## config.mk

```make
export PLATFORM = sky130hd
export DESIGN_NAME = code_decoder_stream
export DESIGN_NICKNAME = d
export VERILOG_FILES = /design/src/rtl/code_decoder_stream.sv
export SDC_FILE = /design/constraint.sdc
export NUM_CORES = 1
export LEC_CHECK = 0
export BUFFER_PORTS_ARGS = -buffer_cell sky130_fd_sc_hd__buf_4
export CORE_MARGIN = 4
export CORE_UTILIZATION = 35
export CTS_CLUSTER_SIZE = 30
export DETAILED_ROUTE_END_ITERATION = 8
export GPL_ROUTABILITY_DRIVEN = 0
export PLACE_DENSITY = 0.6
export SYNTH_ARGS = -nofsm -noshare
export SYNTH_HDL_FRONTEND = slang
export SYNTH_SLANG_ARGS = --single-unit
export TNS_END_PERCENT = 20
```

## constraint.sdc

```tcl
create_clock -name clk -period 3.6 [get_ports clk]
set_clock_uncertainty 0.15 [all_clocks]
set_input_delay 0.72 -clock clk [delete_from_list [all_inputs] [get_ports clk]]
set_output_delay 0.72 -clock clk [all_outputs]
set_load 0.01 [all_outputs]
```

## src/rtl/code_decoder_stream.sv

```systemverilog
// Stream decoder for 7-bit Gray/one-hot code words. It has a registered 1-entry output stage and counts illegal words.
// Optional GRAY_STEP_CHECK_EN: counts accepted legal values that do not step by +1 mod 8.
module code_decoder_stream #(
    parameter int unsigned USE_GRAY = 1,
    parameter int unsigned CNT_W    = 8
) (
    input  logic             clk,
    input  logic             rst_n,
    input  logic             in_valid,
    output logic             in_ready,
    input  logic [6:0]       in_code,
    output logic             out_valid,
    input  logic             out_ready,
    output logic [2:0]       out_data,
    output logic             out_err,
    output logic [CNT_W-1:0] err_cnt,
    output logic [CNT_W-1:0] step_err_cnt
);

    logic        accept;
    logic [2:0]  dec_data;
    logic        dec_err;
    logic [2:0]  oh_idx;
    int unsigned oh_ones;

    assign in_ready = !out_valid || out_ready;
    assign accept   = in_valid && in_ready;

    always_comb begin
        dec_data = '0;
        dec_err  = 1'b0;
        oh_idx   = '0;
        oh_ones  = 0;
        if (USE_GRAY != 0) begin
            dec_data[2] = in_code[2];
            dec_data[1] = in_code[2] ^ in_code[1];
            dec_data[0] = ^in_code[2:0];
            if (in_code[6:3] != '0) begin
                dec_err  = 1'b1;
                dec_data = '0;
            end
        end else begin
            for (int unsigned k = 0; k < 7; k++) begin
                if (in_code[k]) begin
                    oh_ones++;
                    oh_idx = 3'(k + 1);
                end
            end
            // All-zero word decodes to 0; more than one set bit is illegal.
            if (oh_ones > 1) begin
                dec_err = 1'b1;
            end else begin
                dec_data = oh_idx;
            end
        end
    end

    always_ff @(posedge clk or negedge rst_n) begin
        if (!rst_n) begin
            out_valid <= 1'b0;
            out_data  <= '0;
            out_err   <= 1'b0;
            err_cnt   <= '0;
        end else if (accept) begin
            out_valid <= 1'b1;
            out_data  <= dec_data;
            out_err   <= dec_err;
            if (dec_err && (err_cnt != '1)) begin
                err_cnt <= err_cnt + 1'b1;
            end
        end else if (out_ready) begin
            out_valid <= 1'b0;
        end
    end

`ifdef GRAY_STEP_CHECK_EN
    logic [2:0] last_val;
    logic       hist_valid;

    always_ff @(posedge clk or negedge rst_n) begin
        if (!rst_n) begin
            last_val     <= '0;
            hist_valid   <= 1'b0;
            step_err_cnt <= '0;
        end else if (accept && !dec_err) begin
            last_val   <= dec_data;
            hist_valid <= 1'b1;
            // 3-bit compare makes the 7->0 wrap a legal step.
            if (hist_valid && (dec_data != last_val + 3'd1) && (step_err_cnt != '1)) begin
                step_err_cnt <= step_err_cnt + 1'b1;
            end
        end
    end
`else
    assign step_err_cnt = '0;
`endif

endmodule

```

==> summary.md, run 1 <==
### Power
• 0.0004310 uW — leakage power of the design
• 0.2475 mV — Worst IR Drop VDD
• 540.9 nW/um^2 — Pwr Density
• 464.3 uW — power after layout

### Setup path
• in -> out — CP Class
• buf_4 > nand2b_1 > buf_4 — crit path cell chain
• primary input — startpoint class of the critical path
• 2.73 ns — required time at the endpoint of the critical path
• 0.23 ns — delay contributed by the slowest stage of the critical path
• 5 — crit path max fanout
• 1.25 ns — Arr. time, crit path
• sky130_fd_sc_hd__buf_4 — critical path's most frequent cell
• sky130_fd_sc_hd__nand2b_1 — master of the slowest instance on the critical path
• buffers and inverters — CP top delay family
• primary output — Setup crit end kind
• 2 — buffers plus inverters on the worst setup path

### Clocking
• 0 — number of buffers inserted by post-CTS setup repair
• 0.27 ns — worst skew pair latency
• 13 — Clock Sink Count
• 0.08 ns — clock-pin slew on the worst setup and hold paths
• 1 — deepest level of the CTS H-tree
• 3 — Inserted Clock Buffers
• 2 — clk buf depth
• 0 — CTS Hold Bufs
• 0 — cells resized by post-CTS repair
• sky130_fd_sc_hd__clkbuf_4 — root buf cell
• done — CTS tree

### Routing
• 1168 um — routed wire length
• 482 — via count
• 2 — Iteration-0 DRC Markers
• 0 — antenna viol nets, final
• 4.342 — ratio of routed vias to standard cells
• 10.52 um — WL per Instance
• 2 — number of search-and-repair iterations in the first detailed-routing pass
• 0 — DRC violation count after routing

### Layout
• 99 — number of nets in the finished design
• 178 — filler instances
• 34.88% — layout cell share with drive strength beyond 1
• 31.17% — synth-to-layout area growth
• 0 — total inserted antenna cells

### Timing
• 0 — max-slew violations
• false — setup repair after global routing missed its margin
• 0 — Final setup violation count
• 471.6 MHz — peak clock frequency supported by timing
• 0.1288 ns — worst slack on hold paths
• 1.479 ns — final setup margin
• 58.90% — Final period util
• 0 ns — setup tns final
• 0 — final hold violation count
• 2.121 ns — final critical delay including setup and external delays

### Global routing
• 10.60% — GR Util All Layers
• 14 — largest net degree at the start of global routing
• 474 — vias in the first global route
• 0 — global route overflow
• 2049 um — global-route wire length before repair
• 0 — initial antenna violation count

### Synthesis
• 100.0% — async set-or-reset flop fraction in the synthesized netlist
• 11.09 um^2 — Synth Area per Inst
• 49.71% — sequential element share of the synthesized area
• sky130_fd_sc_hd__dfrtp_1 — dominant register cell in the synthesized netlist
• 59 — Post-Syn Instances
• 0 — Ys Warns
• 654.4 um^2 — post-synthesis instance area
• 13 — Yosys reg bits
• 0 — Post-synth EDFFs
• 19 — post-synth cell types

### Floorplanning
• 37.49% — starting density of the core
• 2626 um^2 — die area
• 1745 um^2 — Std-Cell Core Area
• 51.24 um — x dimension of the die
• 33 — num ports
• 51.24 um — height of the die
• 15 — placement row count

### Placed design
• 1.469 ns — pre-CTS setup slack
• 24 — PortBufs
• 954.6 um — detailed placement HPWL

### Worst hold path
• in -> async — class of the most critical hold timing path

### Job
• 0 — Max-Cap Viols

### Run status
• complete, no violations — status

## worst register-to-register path: cells and delay by family, from the launching register on
kind | cells | cell delay, ns
mux | 1 | 0.33
fa+ha+maj | 1 | 0.23
flops | 1 | 0.41
compound gates | 1 | 0.33
simple gates | 1 | 0.13
## power breakdown
group	switching, uW	internal [uW]
Sequential	44.4	179
Clock	44.1	42.9
Combinational	68.4	85.8
## cells in the final DEF, fill, tap and decap left out, drive strengths merged
| master | n |
|---|---|
| o31ai | 1 |
| nand2b | 2 |
| dfrtp | 13 |
| buf | 24 |
| ha | 1 |
| xnor2 | 3 |
| or4 | 1 |
| nand3 | 4 |
| inv | 1 |
| nor3 | 3 |
| conb | 8 |
| nand4 | 1 |
| mux2 | 1 |
| clkbuf | 4 |
| a22o | 2 |
| nor2 | 5 |
| nand2 | 4 |
| o2111ai | 1 |
| a21oi | 1 |
| xor2 | 6 |
## state kept, by name (all words and copies together) (netlist names)
signal     count
out_err        1
out_data       3
err_cnt        8
out_valid      1
## metal layers
layer / GRT usage, % / routed length (um) / vias up
li1: - / - / 237
met3: 4.082 / 143 / 2
met5: 0 / 0 / -
met1: 11.78 / 481 / 219
met2: 16.95 / 534 / 24
met4: 6.550 / 8 / 0
## cells by family (layout without fill, tap and decap cells)
family	Yosys count	in the layout	share of synthesized area (%)
mux	1	1	2.294
simple gates	20	20	15.10
fa+ha+maj	1	1	1.912
other cells	1	8	0.5731
buf+inv	9	29	9.751
flops	13	13	49.71
xor+xnor	9	9	12.05
compound gates	5	5	8.605
## path summary, 6_finish.rpt
| kind | endpoint | depth (start not counted) | slack, ns | from |
|---|---|---|---|---|
| setup / recovery | in_ready | 3 | 1.48 | out_ready |
| hold / removal | err_cnt[6] | 1 | 0.13 | rst_n |
| setup reg to reg | err_cnt[1] | 4 | 1.91 | err_cnt[0] |
| hold reg to reg | out_data[1] | 2 | 0.35 | out_data[1] |
| max in group asynchronous | err_cnt[1] | 1 | 3.01 | rst_n |
| min in group clk | out_data[1] | 2 | 0.35 | out_data[1] |
## metrics by stage
step                      utilization (%)  cells  area, um^2
after detailed placement            47.67    107       832.0
final                               49.18    111       858.3
after CTS                           49.18    111       858.3
after global placement              47.67    107       832.0
after global routing                49.18    111       858.3
after floorplan                         -     66       680.7
## synthesized netlist by cell type, drive strengths merged (2+ instances only)
cell	number	area (um^2)
nor2	5	18.77
nand3	4	20.02
dfrtp	13	325.3
buf	8	60.06
a22o	2	17.52
xnor2	3	26.28
nor3	3	15.01
xor2	6	52.55
nand2	4	15.01
nand2b	2	12.51
## final cells by class
cell class	count	area (um^2)	share of cell area, %
clock buffers	4	26.28	3.061
inverters	1	3.754	0.4373
multi-input cells	44	291.5	33.97
flip-flops and latches	13	325.3	37.90
well taps	25	31.28	3.644
repair buffers	24	180.2	20.99
Power figures use the tool's default switching activity.
==> run 2: changes to the inputs <==
clock period = 2 ns   (was 3.6 ns; I/O delays follow)
==> summary.md, run 2 (synthesis results as in run 1) <==
### Layout
• err_cnt — Most flops, register, unchanged
• 24 x sky130_fd_sc_hd__buf_4, 13 x sky130_fd_sc_hd__dfrtp_1, 8 x sky130_fd_sc_hd__conb_1, 6 x sky130_fd_sc_hd__xor2_1, 5 x sky130_fd_sc_hd__nor2_1 — most frequent cells in the layout, unchanged
• 100 — number of nets in the finished design, was 99
• 35.63% — layout cell share with drive strength beyond 1, was 34.88%
• err_cnt: 8 flops, out_data: 3 flops — leading registers by flop count, unchanged
• 0 — total inserted antenna cells, unchanged
• 32.89% — synth-to-layout area growth, was 31.17%
• 8 — flip-flop count of the largest register after layout, unchanged
• 869.6 um^2 — final std cell area, no fill, was 858.3 um^2
• sky130_fd_sc_hd__buf_4 — commonest non-fill, non-tap cell in the layout, unchanged

### Clocking
• 13 — Clock Sink Count, unchanged
• 3 — Inserted Clock Buffers, unchanged
• 0.28 ns — worst skew pair latency, was 0.27 ns
• 1 — deepest level of the CTS H-tree, unchanged
• done — CTS tree, unchanged
• sky130_fd_sc_hd__clkbuf_4 — root buf cell, unchanged
• 0.08 ns — clock-pin slew on the worst setup and hold paths, about the same
• 2 — clk buf depth, unchanged
• 0 — cells resized by post-CTS repair, unchanged

### Routing
• 1242 um — routed wire length, was 1168 um
• 0 — antenna viol nets, final, unchanged
• 11.09 um — WL per Instance, was 10.52 um
• 5 — Iteration-0 DRC Markers, was 2
• 4.268 — ratio of routed vias to standard cells, was 4.342
• 478 — via count, was 482
• 4 — number of search-and-repair iterations in the first detailed-routing pass, was 2
• 0 — DRC violation count after routing, unchanged

### Power
• 19.3% — Clock power frac, was 18.7%
• 298.0 uW — Sw Pwr, was 156.9 uW
• 851.3 uW — power after layout, was 464.3 uW
• 0.0004379 uW — leakage power of the design, was 0.0004310 uW
• 0.5559 mV — Worst IR Drop VDD, was 0.2475 mV
• 979.0 nW/um^2 — Pwr Density, was 540.9 nW/um^2
• 33.4% — proportion of power drawn by combinational gates, was 33.2%
• 35.01% — Switching Share, was 33.79%
• 553.3 uW — internal power of the cells, was 307.4 uW
• 47.3% — proportion of power drawn by flip-flops and latches, was 48.1%

### Global routing
• 12.89% — met1 global-route usage, was 11.78%
• 11.16% — GR Util All Layers, was 10.60%
• 16.74% — met2 track demand over resource in global routing, was 16.95%
• 486 — vias in the first global route, was 474
• 0 — global route overflow, unchanged
• 14 — largest net degree at the start of global routing, unchanged
• 5.248% — GR Util met3, was 4.082%
• 2173 um — global-route wire length before repair, was 2049 um
• met2 — grt peak-use layer, unchanged
• 0 — initial antenna violation count, unchanged

### Setup path
• 0.41 ns — delay contributed by the slowest stage of the critical path, was 0.23 ns
• 2.03 ns — required time at the endpoint of the critical path, was 2.73 ns
• reg -> reg — CP Class, was in -> out
• 0 — buffers plus inverters on the worst setup path, was 2
• 1.72 ns — Arr. time, crit path, was 1.25 ns
• register — startpoint class of the critical path, was primary input
• flip-flops — CP top delay family, was buffers and inverters
• 8 — crit path max fanout, was 5
• sky130_fd_sc_hd__dfrtp_1 — master of the slowest instance on the critical path, was sky130_fd_sc_hd__nand2b_1
• ha_1 > nand3_1 > o2111ai_4 > mux2_4 — crit path cell chain, was buf_4 > nand2b_1 > buf_4
• register — Setup crit end kind, was primary output

### Floorplanning
• 37.49% — starting density of the core, unchanged
• 1745 um^2 — Std-Cell Core Area, unchanged
• 51.24 um — x dimension of the die, unchanged
• 2626 um^2 — die area, unchanged
• 51.24 um — height of the die, unchanged
• 15 — placement row count, unchanged
• 33 — num ports, unchanged

### Timing
• 0 ns — setup tns final, unchanged
• 0 — final hold violation count, unchanged
• 591.5 MHz — peak clock frequency supported by timing
• 84.53% — Final period util
• 1.691 ns — final critical delay including setup and external delays
• false — setup repair after global routing missed its margin, unchanged
• 0.1969 ns — worst slack on hold paths, was 0.1288 ns
• 0 — max-slew violations, unchanged
• 0 — Final setup violation count, unchanged

### Placed design
• 832.0 um^2 — cell area after placement, unchanged
• 999.4 um — detailed placement HPWL, was 954.6 um
• 24 — PortBufs, unchanged

### Job
• 0 — Max-Cap Viols, unchanged

### Worst hold path
• in -> reg — class of the most critical hold timing path, was in -> async

### Run status
• complete, no violations — status, unchanged

-- run 2: changes by cell type in the layout (fill, tap and decap cells not counted), sizes merged --
cell | before | now
clkbuf | 4 | 3
clkinv | 0 | 1
dlygate4sd3 | 0 | 1
-- run 2: worst paths after layout --
path / startpoint / end / slack [ns] / cells after the start
setup / recovery: err_cnt[0] / err_cnt[1] / 0.31 / 4
hold reg to reg: err_cnt[6] / err_cnt[6] / 0.35 / 1
setup reg to reg: err_cnt[0] / err_cnt[1] / 0.31 / 4
max in group asynchronous: rst_n / out_err / 1.20 / 2
min in group asynchronous: rst_n / err_cnt[1] / 0.34 / 2
hold / removal: in_code[2] / out_data[2] / 0.20 / 2
-- run 2: power by group through the flow --
stage / Sequential, uW / Combinational [uW] / Clock, uW
2_1_floorplan: 421 / 136 / 0
3_3_place_gp: 406 / 279 / 0
3_5_place_dp: 408 / 289 / 0
4_1_cts: 404 / 290 / 173
5_1_grt: 420 / 317 / 184
6_report: 403 / 284 / 164
-- run 2: area by class of cell --
cell class / instances / area, um^2
inverters: 1 / 3.754
repair buffers: 25 / 190.2
well taps: 25 / 31.28
fillers: 167 / 875.8
multi-input cells: 44 / 291.5
flip-flops and latches: 13 / 325.3
clock inverters: 1 / 5.005
clock buffers: 3 / 22.52
-- run 2: repair_timing --
item,in CTS,in global routing
buffers inserted,0,0
hold endpoints to repair,13,0
hold buffers,1,0
endpoints found under the setup margin,0,0
-- run 2: metal layers --
metal	wire [um]	up-vias	part of all wire (%)
met4	24	0	1.9
met2	559	25	45
met5	0	-	0
met3	146	3	12
met1	512	211	41
li1	-	239	-
-- run 2: per-stage QoR --
| stage | std cells | utilization (%) | setup slack, ns |
|---|---|---|---|
| finish | 112 | 49.82 | 0.3094 |
| global route | 112 | 49.82 | 0.1878 |
| floorplan | 66 | - | 0.3320 |
| global placement | 107 | 47.67 | 0.2002 |
| CTS | 112 | 49.82 | 0.2918 |
| detailed placement | 107 | 47.67 | 0.1824 |
